===== src/rtl/decoder_scan_sequencer_if.sv =====
// Control and decoder-drive signals between the scan sequencer and its host.
// The master modport is the host side; the slave modport is the sequencer side.
interface decoder_scan_sequencer_if #(
    parameter int unsigned DWELL_W = 8
);
    logic               start;
    logic               stop;
    logic               mode;
    logic [DWELL_W-1:0] dwell;
    logic [1:0]         sel;
    logic               en;
    logic               step;
    logic               busy;
    logic               done;

    modport master (
        output start, stop, mode, dwell,
        input  sel, en, step, busy, done
    );

    modport slave (
        input  start, stop, mode, dwell,
        output sel, en, step, busy, done
    );
endinterface


===== src/rtl/decoder_scan_sequencer.sv =====
// Steps a 2-bit decoder select through 0..LAST_IDX with a programmable dwell and an
// optional blanking gap, so the downstream 2-to-4 decoder never sees a changing index.
module decoder_scan_sequencer #(
    parameter int unsigned DWELL_W   = 8,
    parameter int unsigned BLANK_CYC = 2,
    parameter int unsigned LAST_IDX  = 3
) (
    input logic                      clk,
    input logic                      rst_n,
    decoder_scan_sequencer_if.slave  bus
);

    typedef enum logic [1:0] {StIdle, StActive, StBlank} state_e;

    // Keep the blank counter at least 1 bit wide even when blanking is disabled.
    localparam int unsigned        BlankW    = (BLANK_CYC > 0) ? $clog2(BLANK_CYC + 1) : 1;
    localparam bit                 HasBlank  = (BLANK_CYC > 0);
    localparam logic [1:0]         LastSel   = 2'(LAST_IDX);
    localparam logic [BlankW-1:0]  BlankLast = BlankW'((BLANK_CYC > 0) ? BLANK_CYC - 1 : 0);

    state_e              state_q, state_d;
    logic [1:0]          sel_q, sel_d;
    logic                en_q, en_d;
    logic                step_q, step_d;
    logic                busy_q, busy_d;
    logic                done_q, done_d;
    logic                mode_q, mode_d;
    logic [DWELL_W-1:0]  dwell_q, dwell_d;
    logic [DWELL_W-1:0]  dwell_cnt_q, dwell_cnt_d;
    logic [BlankW-1:0]   blank_cnt_q, blank_cnt_d;
    logic [1:0]          next_idx;

    assign next_idx = (sel_q == LastSel) ? 2'd0 : sel_q + 2'd1;

    always_comb begin
        state_d     = state_q;
        sel_d       = sel_q;
        en_d        = en_q;
        step_d      = 1'b0;
        busy_d      = busy_q;
        done_d      = 1'b0;
        mode_d      = mode_q;
        dwell_d     = dwell_q;
        dwell_cnt_d = dwell_cnt_q;
        blank_cnt_d = blank_cnt_q;

        // Stop overrides everything, including a simultaneous start in idle.
        if (bus.stop) begin
            state_d     = StIdle;
            sel_d       = 2'd0;
            en_d        = 1'b0;
            busy_d      = 1'b0;
            dwell_cnt_d = '0;
            blank_cnt_d = '0;
        end else begin
            unique case (state_q)
                StIdle: begin
                    if (bus.start) begin
                        state_d     = StActive;
                        sel_d       = 2'd0;
                        en_d        = 1'b1;
                        step_d      = 1'b1;
                        busy_d      = 1'b1;
                        mode_d      = bus.mode;
                        dwell_d     = bus.dwell;
                        dwell_cnt_d = '0;
                    end
                end
                StActive: begin
                    if (dwell_cnt_q == dwell_q) begin
                        dwell_cnt_d = '0;
                        if (sel_q == LastSel && mode_q) begin
                            state_d = StIdle;
                            sel_d   = 2'd0;
                            en_d    = 1'b0;
                            busy_d  = 1'b0;
                            done_d  = 1'b1;
                        end else if (HasBlank) begin
                            state_d     = StBlank;
                            en_d        = 1'b0;
                            blank_cnt_d = '0;
                        end else begin
                            sel_d  = next_idx;
                            step_d = 1'b1;
                        end
                    end else begin
                        dwell_cnt_d = dwell_cnt_q + 1'b1;
                    end
                end
                StBlank: begin
                    if (blank_cnt_q == BlankLast) begin
                        state_d     = StActive;
                        sel_d       = next_idx;
                        en_d        = 1'b1;
                        step_d      = 1'b1;
                        blank_cnt_d = '0;
                    end else begin
                        blank_cnt_d = blank_cnt_q + 1'b1;
                    end
                end
                default: state_d = StIdle;
            endcase
        end
    end

    always_ff @(posedge clk or negedge rst_n) begin
        if (!rst_n) begin
            state_q     <= StIdle;
            sel_q       <= 2'd0;
            en_q        <= 1'b0;
            step_q      <= 1'b0;
            busy_q      <= 1'b0;
            done_q      <= 1'b0;
            mode_q      <= 1'b0;
            dwell_q     <= '0;
            dwell_cnt_q <= '0;
            blank_cnt_q <= '0;
        end else begin
            state_q     <= state_d;
            sel_q       <= sel_d;
            en_q        <= en_d;
            step_q      <= step_d;
            busy_q      <= busy_d;
            done_q      <= done_d;
            mode_q      <= mode_d;
            dwell_q     <= dwell_d;
            dwell_cnt_q <= dwell_cnt_d;
            blank_cnt_q <= blank_cnt_d;
        end
    end

    assign bus.sel  = sel_q;
    assign bus.en   = en_q;
    assign bus.step = step_q;
    assign bus.busy = busy_q;
    assign bus.done = done_q;

endmodule

===== src/flat_wrapper.sv =====
// flat-port wrapper written by rule: the top's interface ports become plain ports
module decoder_scan_sequencer_flat 
#(
    parameter int unsigned DWELL_W   = 8,
    parameter int unsigned BLANK_CYC = 2,
    parameter int unsigned LAST_IDX  = 3
)
  (clk, rst_n, bus_start, bus_stop, bus_mode, bus_dwell, bus_sel, bus_en, bus_step, bus_busy, bus_done);
  decoder_scan_sequencer_if #(.DWELL_W(DWELL_W)) bus_i ();
  input logic clk;
  input logic rst_n;
  input wire logic [$bits(bus_i.start)-1:0] bus_start;
  input wire logic [$bits(bus_i.stop)-1:0] bus_stop;
  input wire logic [$bits(bus_i.mode)-1:0] bus_mode;
  input wire logic [$bits(bus_i.dwell)-1:0] bus_dwell;
  output wire logic [$bits(bus_i.sel)-1:0] bus_sel;
  output wire logic [$bits(bus_i.en)-1:0] bus_en;
  output wire logic [$bits(bus_i.step)-1:0] bus_step;
  output wire logic [$bits(bus_i.busy)-1:0] bus_busy;
  output wire logic [$bits(bus_i.done)-1:0] bus_done;
  assign bus_i.start = bus_start;
  assign bus_i.stop = bus_stop;
  assign bus_i.mode = bus_mode;
  assign bus_i.dwell = bus_dwell;
  assign bus_sel = bus_i.sel;
  assign bus_en = bus_i.en;
  assign bus_step = bus_i.step;
  assign bus_busy = bus_i.busy;
  assign bus_done = bus_i.done;
  decoder_scan_sequencer #(.DWELL_W(DWELL_W), .BLANK_CYC(BLANK_CYC), .LAST_IDX(LAST_IDX)) u_core (.clk(clk), .rst_n(rst_n), .bus(bus_i));
endmodule

===== config.mk =====
export PLATFORM = sky130hd
export DESIGN_NAME = decoder_scan_sequencer_flat
export DESIGN_NICKNAME = d
export VERILOG_FILES = /design/src/rtl/decoder_scan_sequencer_if.sv /design/src/rtl/decoder_scan_sequencer.sv /design/src/flat_wrapper.sv
export SDC_FILE = /design/constraint.sdc
export NUM_CORES = 1
export LEC_CHECK = 0
export ABC_AREA = 1
export CORE_ASPECT_RATIO = 0.6
export CORE_UTILIZATION = 30
export CTS_CLUSTER_DIAMETER = 100
export DETAILED_ROUTE_END_ITERATION = 7
export PLACE_DENSITY = 0.59
export SYNTH_ARGS = -nofsm -noshare
export SYNTH_HDL_FRONTEND = slang
export SYNTH_SLANG_ARGS = --single-unit

===== constraint.sdc =====
create_clock -name clk -period 3.4 [get_ports clk]
set_clock_uncertainty 0.2 [all_clocks]
set_input_delay 0.68 -clock clk [delete_from_list [all_inputs] [get_ports clk]]
set_output_delay 0.68 -clock clk [all_outputs]
set_load 0.01 [all_outputs]

# [After elaboration in Yosys (flattened, before gate mapping)]
# Cells that the tools add are included.
# W data, S select, Z words.
[totals] in_bits=13 reg_bits=27 output_inout_bits=6
[classes] n_mux=39 bitwise_logic=1 add_sub_neg=3 eq_ne=10 n_reduce_logical=12
[op_table] cell="$mux W2" count=15
[op_table] cell="$mux W8" count=3
[op_table] cell="$pmux W8 S2" count=1
[op_table] cell="$mux W1" count=14
[op_table] cell="$pmux W2 S3" count=2
[op_table] cell="$ne A3 B2 Y1 const B" count=3
[op_table] cell="$reduce_and A3 Y1" count=3
[op_table] cell="$add A8 B1 Y8 const B" count=1
[op_table] cell="$eq A8 B8 Y1" count=1
[op_table] cell="$reduce_and A4 Y1" count=2
[op_table] cell="$ne A3 B3 Y1 const B" count=2
[op_table] cell="$reduce_bool A3 Y1" count=2
[op_table] cell="$reduce_and A5 Y1" count=1
[op_table] cell="$add A2 B1 Y2 const B" count=2
[op_table] cell="$eq A2 B1 Y1 const B" count=2
[op_table] cell="$eq A2 B2 Y1 const B" count=2
[op_table] cell="$pmux W1 S2" count=2
[op_table] cell="$pmux W2 S2" count=1
[op_table] cell="$reduce_bool A4 Y1" count=1
[op_table] cell="$pmux W1 S3" count=1
[op_table] cell="$logic_not A2 Y1" count=1
[op_table] cell="$reduce_and A2 Y1" count=1
[op_table] cell="$logic_and A1 B1 Y1" count=1
[op_table] cell="$not A1 Y1" count=1

# [Depth between registers and ports, before layout]
[depth] ltp_word=6 ltp_mapped=12 ltp_nobuf=12

# [Worst setup path before layout]
# No wires, ideal clock.
[synth_timing] path_type="register to register" from="register u_core.state_q[0]" to="register u_core.dwell_cnt_q[7]" t_required_ps=3137 slack_ps=1676 arrival_time_ps=1460 path_stages_with_launch=13 period_less_slack_ps=1724 path_cell_list="dfrtp_1 inv_1 ha_1 inv_1 nand3_2 nand2_4 inv_2 nand2_2 nor2_2 nand2_1 o21ai_1 nand3_1 inv_1"
[synth_between] elab_chain_cells=3 word_cells_on_any_way=7
[synth_rtl] element="start: declaration" line_no="decoder_scan_sequencer.sv:21" source="state_e state_q, state_d;"
[synth_rtl] element="start signal: assignment" line_no="decoder_scan_sequencer.sv:108" source="state_q <= StIdle;"
[synth_rtl] element="start signal: assignment" line_no="decoder_scan_sequencer.sv:119" source="state_q <= state_d;"
[synth_rtl] element="$eq A2 B1 Y1 or $logic_not A2 Y1 (tied branches)" line_no="decoder_scan_sequencer.sv:56" source="unique case (state_q)"
[synth_rtl] element="$pmux W8 S2 (tied with other cells)" line_no="decoder_scan_sequencer.sv:56"
[synth_rtl] element="$mux W8 or $reduce_and A2 Y1 (tied branches)"
[synth_rtl] element="end signal: assignment" line_no="decoder_scan_sequencer.sv:127" source="dwell_cnt_q <= dwell_cnt_d;"
[synth_rtl] element="end: declaration" line_no="decoder_scan_sequencer.sv:29" source="logic [DWELL_W-1:0] dwell_cnt_q, dwell_cnt_d;"
# Parallel ways exist; a longest one is shown, timed or not.
# A chain may end at the register's enable or synchronous reset.

# [Worst setup path in the final report]
[layout_timing] from="input bus_stop" to="register u_core.dwell_cnt_q[7]"
[layout_between] elab_chain_cells=2 word_cells_on_any_way=4
[layout_rtl] element="start: declaration" line_no="flat_wrapper.sv:13" source="input wire logic [$bits(bus_i.stop)-1:0] bus_stop;"
[layout_rtl] element="$ne A3 B3 Y1 (no line) or $reduce_bool A3 Y1 (tied branches)"
[layout_rtl] element="$reduce_and A2 Y1 (no line)"
# Parallel ways exist; a longest one is shown, timed or not.

==> results.cfg <==
[route]
vias_per_cell = 4.26
wl_um = 3080
routedWlPerCell_um = 11.2
drc = 0
drtIter0Drc = 64
ant_nets = 0
firstDrtPassIters = 4
vias = 1175

[critical_path]
r2r_end = u_core.dwell_cnt_q[7]$_DFFE_PN0P_
cp_data_arrival_time_ns = 2.23
critical_path.slowest_cell = clkdlybuf4s50_1
path_buf_inv = 4
r2r-start = u_core.state_q[0]$_DFFE_PN0P_
endpoint_kind = register
reg2reg_depth = 12
cp_cell_sequence = clkdlybuf4s50_1 > inv_2 > nand3_4 > nand2_4 > inv_2 > nand2_2 > nor2_2 > nand2_1 > o21ai_1 > nand3_1 > inv_1
timing_worst_setup_path_type = in -> reg
r2r_slack_ns = 1.44
crit_fanout = 6
start_kind = input pin
cp_common_cell = inv_2
required_ns = 3.41
cp_top_family = buffers and inverters
critPathMaxStageDelay_ns = 0.59

[clock_tree]
post_cts_buffers = 0
cts_resized = 0
cts_max_level = 1
cts_tree = done
cts_buffers = 3
clock-root-buffer = clkbuf_8
clk_latency_ns = 0.27
clock-sinks = 27
hold_buffers = 0
cts_buffer_depth = 2
clk_pin_slew_worst_paths_ns = 0.09

[synthesis]
synthTopCellsByArea = dfrtp_1 (46%), nand2_1 (16%), inv_1 (7.4%)
syn_area_per_cell_um2 = 7.72
synth_most_common_cell = nand2_1
yosysUniqueCellTypes = 25
synth_top_area_share_pct = 46.0
seq_area_frac_synth_pct = 46.0
synth_top_area_cell = dfrtp_1
ys.flop_type = dfrtp_1
syn_nets = 209
synth-edff-count = 0
ys_seq_elements = 27
synthTopCellsByCount = nand2_1 (64), inv_1 (29), dfrtp_1 (27), o21ai_0 (15), nor2_1 (12)
netlist_instances = 190
synthArstFlopShare_pct = 100
synth_area_um2 = 1470
synth_warnings = 0

[placed_design]
dp.final_hpwl_um = 2390
placed_cells = 272
gp_congestion = 0.803
numPortBuffers = 18

[timing]
rsz0062_at_grt = no
worstMarginPinSlew_ns = 0.346
timing.fmax_mhz = 452
hold_violations = 0
period_needed_ns = 2.21
slew_headroom_pct = 76.9
setup_viol = 0
drv_slew = 0
finalCritPeriodShare_pct = 65.0
tns_ns = 0

[cells_and_area]
layoutNonFillerInstCount = 276
fill_cells = 510
area_growth_pct = 21.4
antennaDiodeCount = 0
num-nets-final = 233
layout-drive-gt1-share_pct = 7.51

[global_routing]
grt_pass1_vias = 1051
antenna_found_initial = 0
grt_start_max_net_pins = 28
grt_overflow = 0
grt_pass1_wl_um = 5110
grt_usage_pct = 13.1

[job]
cap_violations = 0

[floorplan]
die-area_um2 = 5190
die_y_um = 56.2
rows = 19
die_w_um = 92.3
core_um2 = 4640
io_pins = 19
initial_core_util_pct = 31.7

[worst_hold_path]
hold_class = reg -> reg
min_path_cells = 2
hold_end = u_core.dwell_q[2]$_DFFE_PN0P_
worstHoldStart = u_core.dwell_q[2]$_DFFE_PN0P_

[power_and_ir_drop]
p_per_area_nw_per_um2 = 628
peakVddDrop_uv = 276
p_leak_nw = 0.851

[outcome]
status = completed
==> worst register-to-register path, delay by kind of cell, from the launching register on <==
kind                     cells  cell delay, ns
AND/OR/NAND/NOR              6            0.55
buffers and inverters        4            0.34
AO/OA/AOI/OAI                1            0.13
flip-flops                   1            0.43
adder cells (fa/ha/maj)      1            0.26
==> state kept, by name, indices dropped and copies added, names as in the netlist <==
signal / cells
u_core.dwell_q: 8
u_core.state_q: 2
u_core.bus.en: 1
u_core.blank_cnt_q: 2
u_core.dwell_cnt_q: 8
u_core.mode_q: 1
u_core.bus.busy: 1
u_core.bus.done: 1
u_core.bus.sel: 2
u_core.bus.step: 1
==> worst max path at each step <==
stage	start	to	slack (ns)	cells after the start
after floorplan	u_core.state_q[0]$_DFFE_PN0P_	u_core.dwell_cnt_q[7]$_DFFE_PN0P_	1.68	12
after CTS	bus_stop	u_core.dwell_cnt_q[7]$_DFFE_PN0P_	1.20	11
after global placement	bus_stop	u_core.dwell_cnt_q[7]$_DFFE_PN0P_	0.92	11
final	bus_stop	u_core.dwell_cnt_q[7]$_DFFE_PN0P_	1.19	11
after detailed placement	bus_stop	u_core.dwell_cnt_q[7]$_DFFE_PN0P_	0.91	11
after global routing	bus_stop	u_core.dwell_cnt_q[7]$_DFFE_PN0P_	1.05	11
==> power breakdown <==
group | total, mW | internal (mW) | leakage, nW | switching (mW)
logic | 0.465 | 0.180 | 0.471 | 0.284
clock network | 0.178 | 0.0839 | 0.0228 | 0.0945
registers | 0.477 | 0.410 | 0.357 | 0.0661
total | 1.12 | 0.675 | 0.851 | 0.445
==> layout make-up <==
type                            instances  area [um2]  area share [%]
Sequential cell                        27         676            37.9
Clock buffer                            4        45.0            2.53
Inverter                               32         120            6.74
Tap cell                               63        78.8            4.42
Timing Repair Buffer                   20         195            11.0
Multi-Input combinational cell        130         667            37.4
==> kinds of logic (layout without fill, tap and decap cells) <==
logic type                 count (synthesis)  count (layout)  synth area share (%)
AOI/OAI and AO/OA                         24              24                  8.70
adders and majority gates                  6               6                  5.11
xor gates and xnor gates                   3               3                  1.79
buffers and inverters                     33              56                  8.52
and+or+nand+nor                           97              97                  29.8
DFF                                       27              27                  46.0
==> per-stage QoR <==
stage / setup slack [ns] / total power, mW / instance area [um2] / hold slack [ns] / util [%]
2_1_floorplan: 1.68 / 0.790 / 1470 / 0.184 / -
3_3_place_gp: 0.921 / 0.944 / 1740 / 0.278 / 37.5
3_5_place_dp: 0.909 / 0.947 / 1740 / 0.282 / 37.5
4_1_cts: 1.20 / 1.13 / 1780 / 0.304 / 38.4
5_1_grt: 1.05 / 1.22 / 1780 / 0.326 / 38.4
6_report: 1.19 / 1.12 / 1780 / 0.299 / 38.4
==> layout by cell type, fill, tap and decap left out <==
cell,count
o21ai_0,15
dfrtp_1,27
o211ai_1,1
nand2_1,64
nand2_4,1
o21bai_1,1
nand3_4,1
nand3_1,2
a21oi_1,3
nand2_2,2
nor2_2,1
xnor2_1,3
nor3_2,2
buf_4,2
clkdlybuf4s50_1,18
nor3b_1,1
inv_2,3
nand4_1,4
ha_1,6
nand3b_1,1
inv_1,29
nor2_1,12
nor3_1,5
clkbuf_8,3
nand3_2,1
o21ai_1,2
a31oi_1,2
clkbuf_1,1
==> layer usage <==
layer,track usage [%],routed length [um],share of wire [%]
met4,3.35,27,0.88
met3,3.83,160,5.2
met2,14.5,1020,33
met1,22.5,1870,61
met5,0,0,0
No activity file was read; power rests on OpenSTA's default activity.
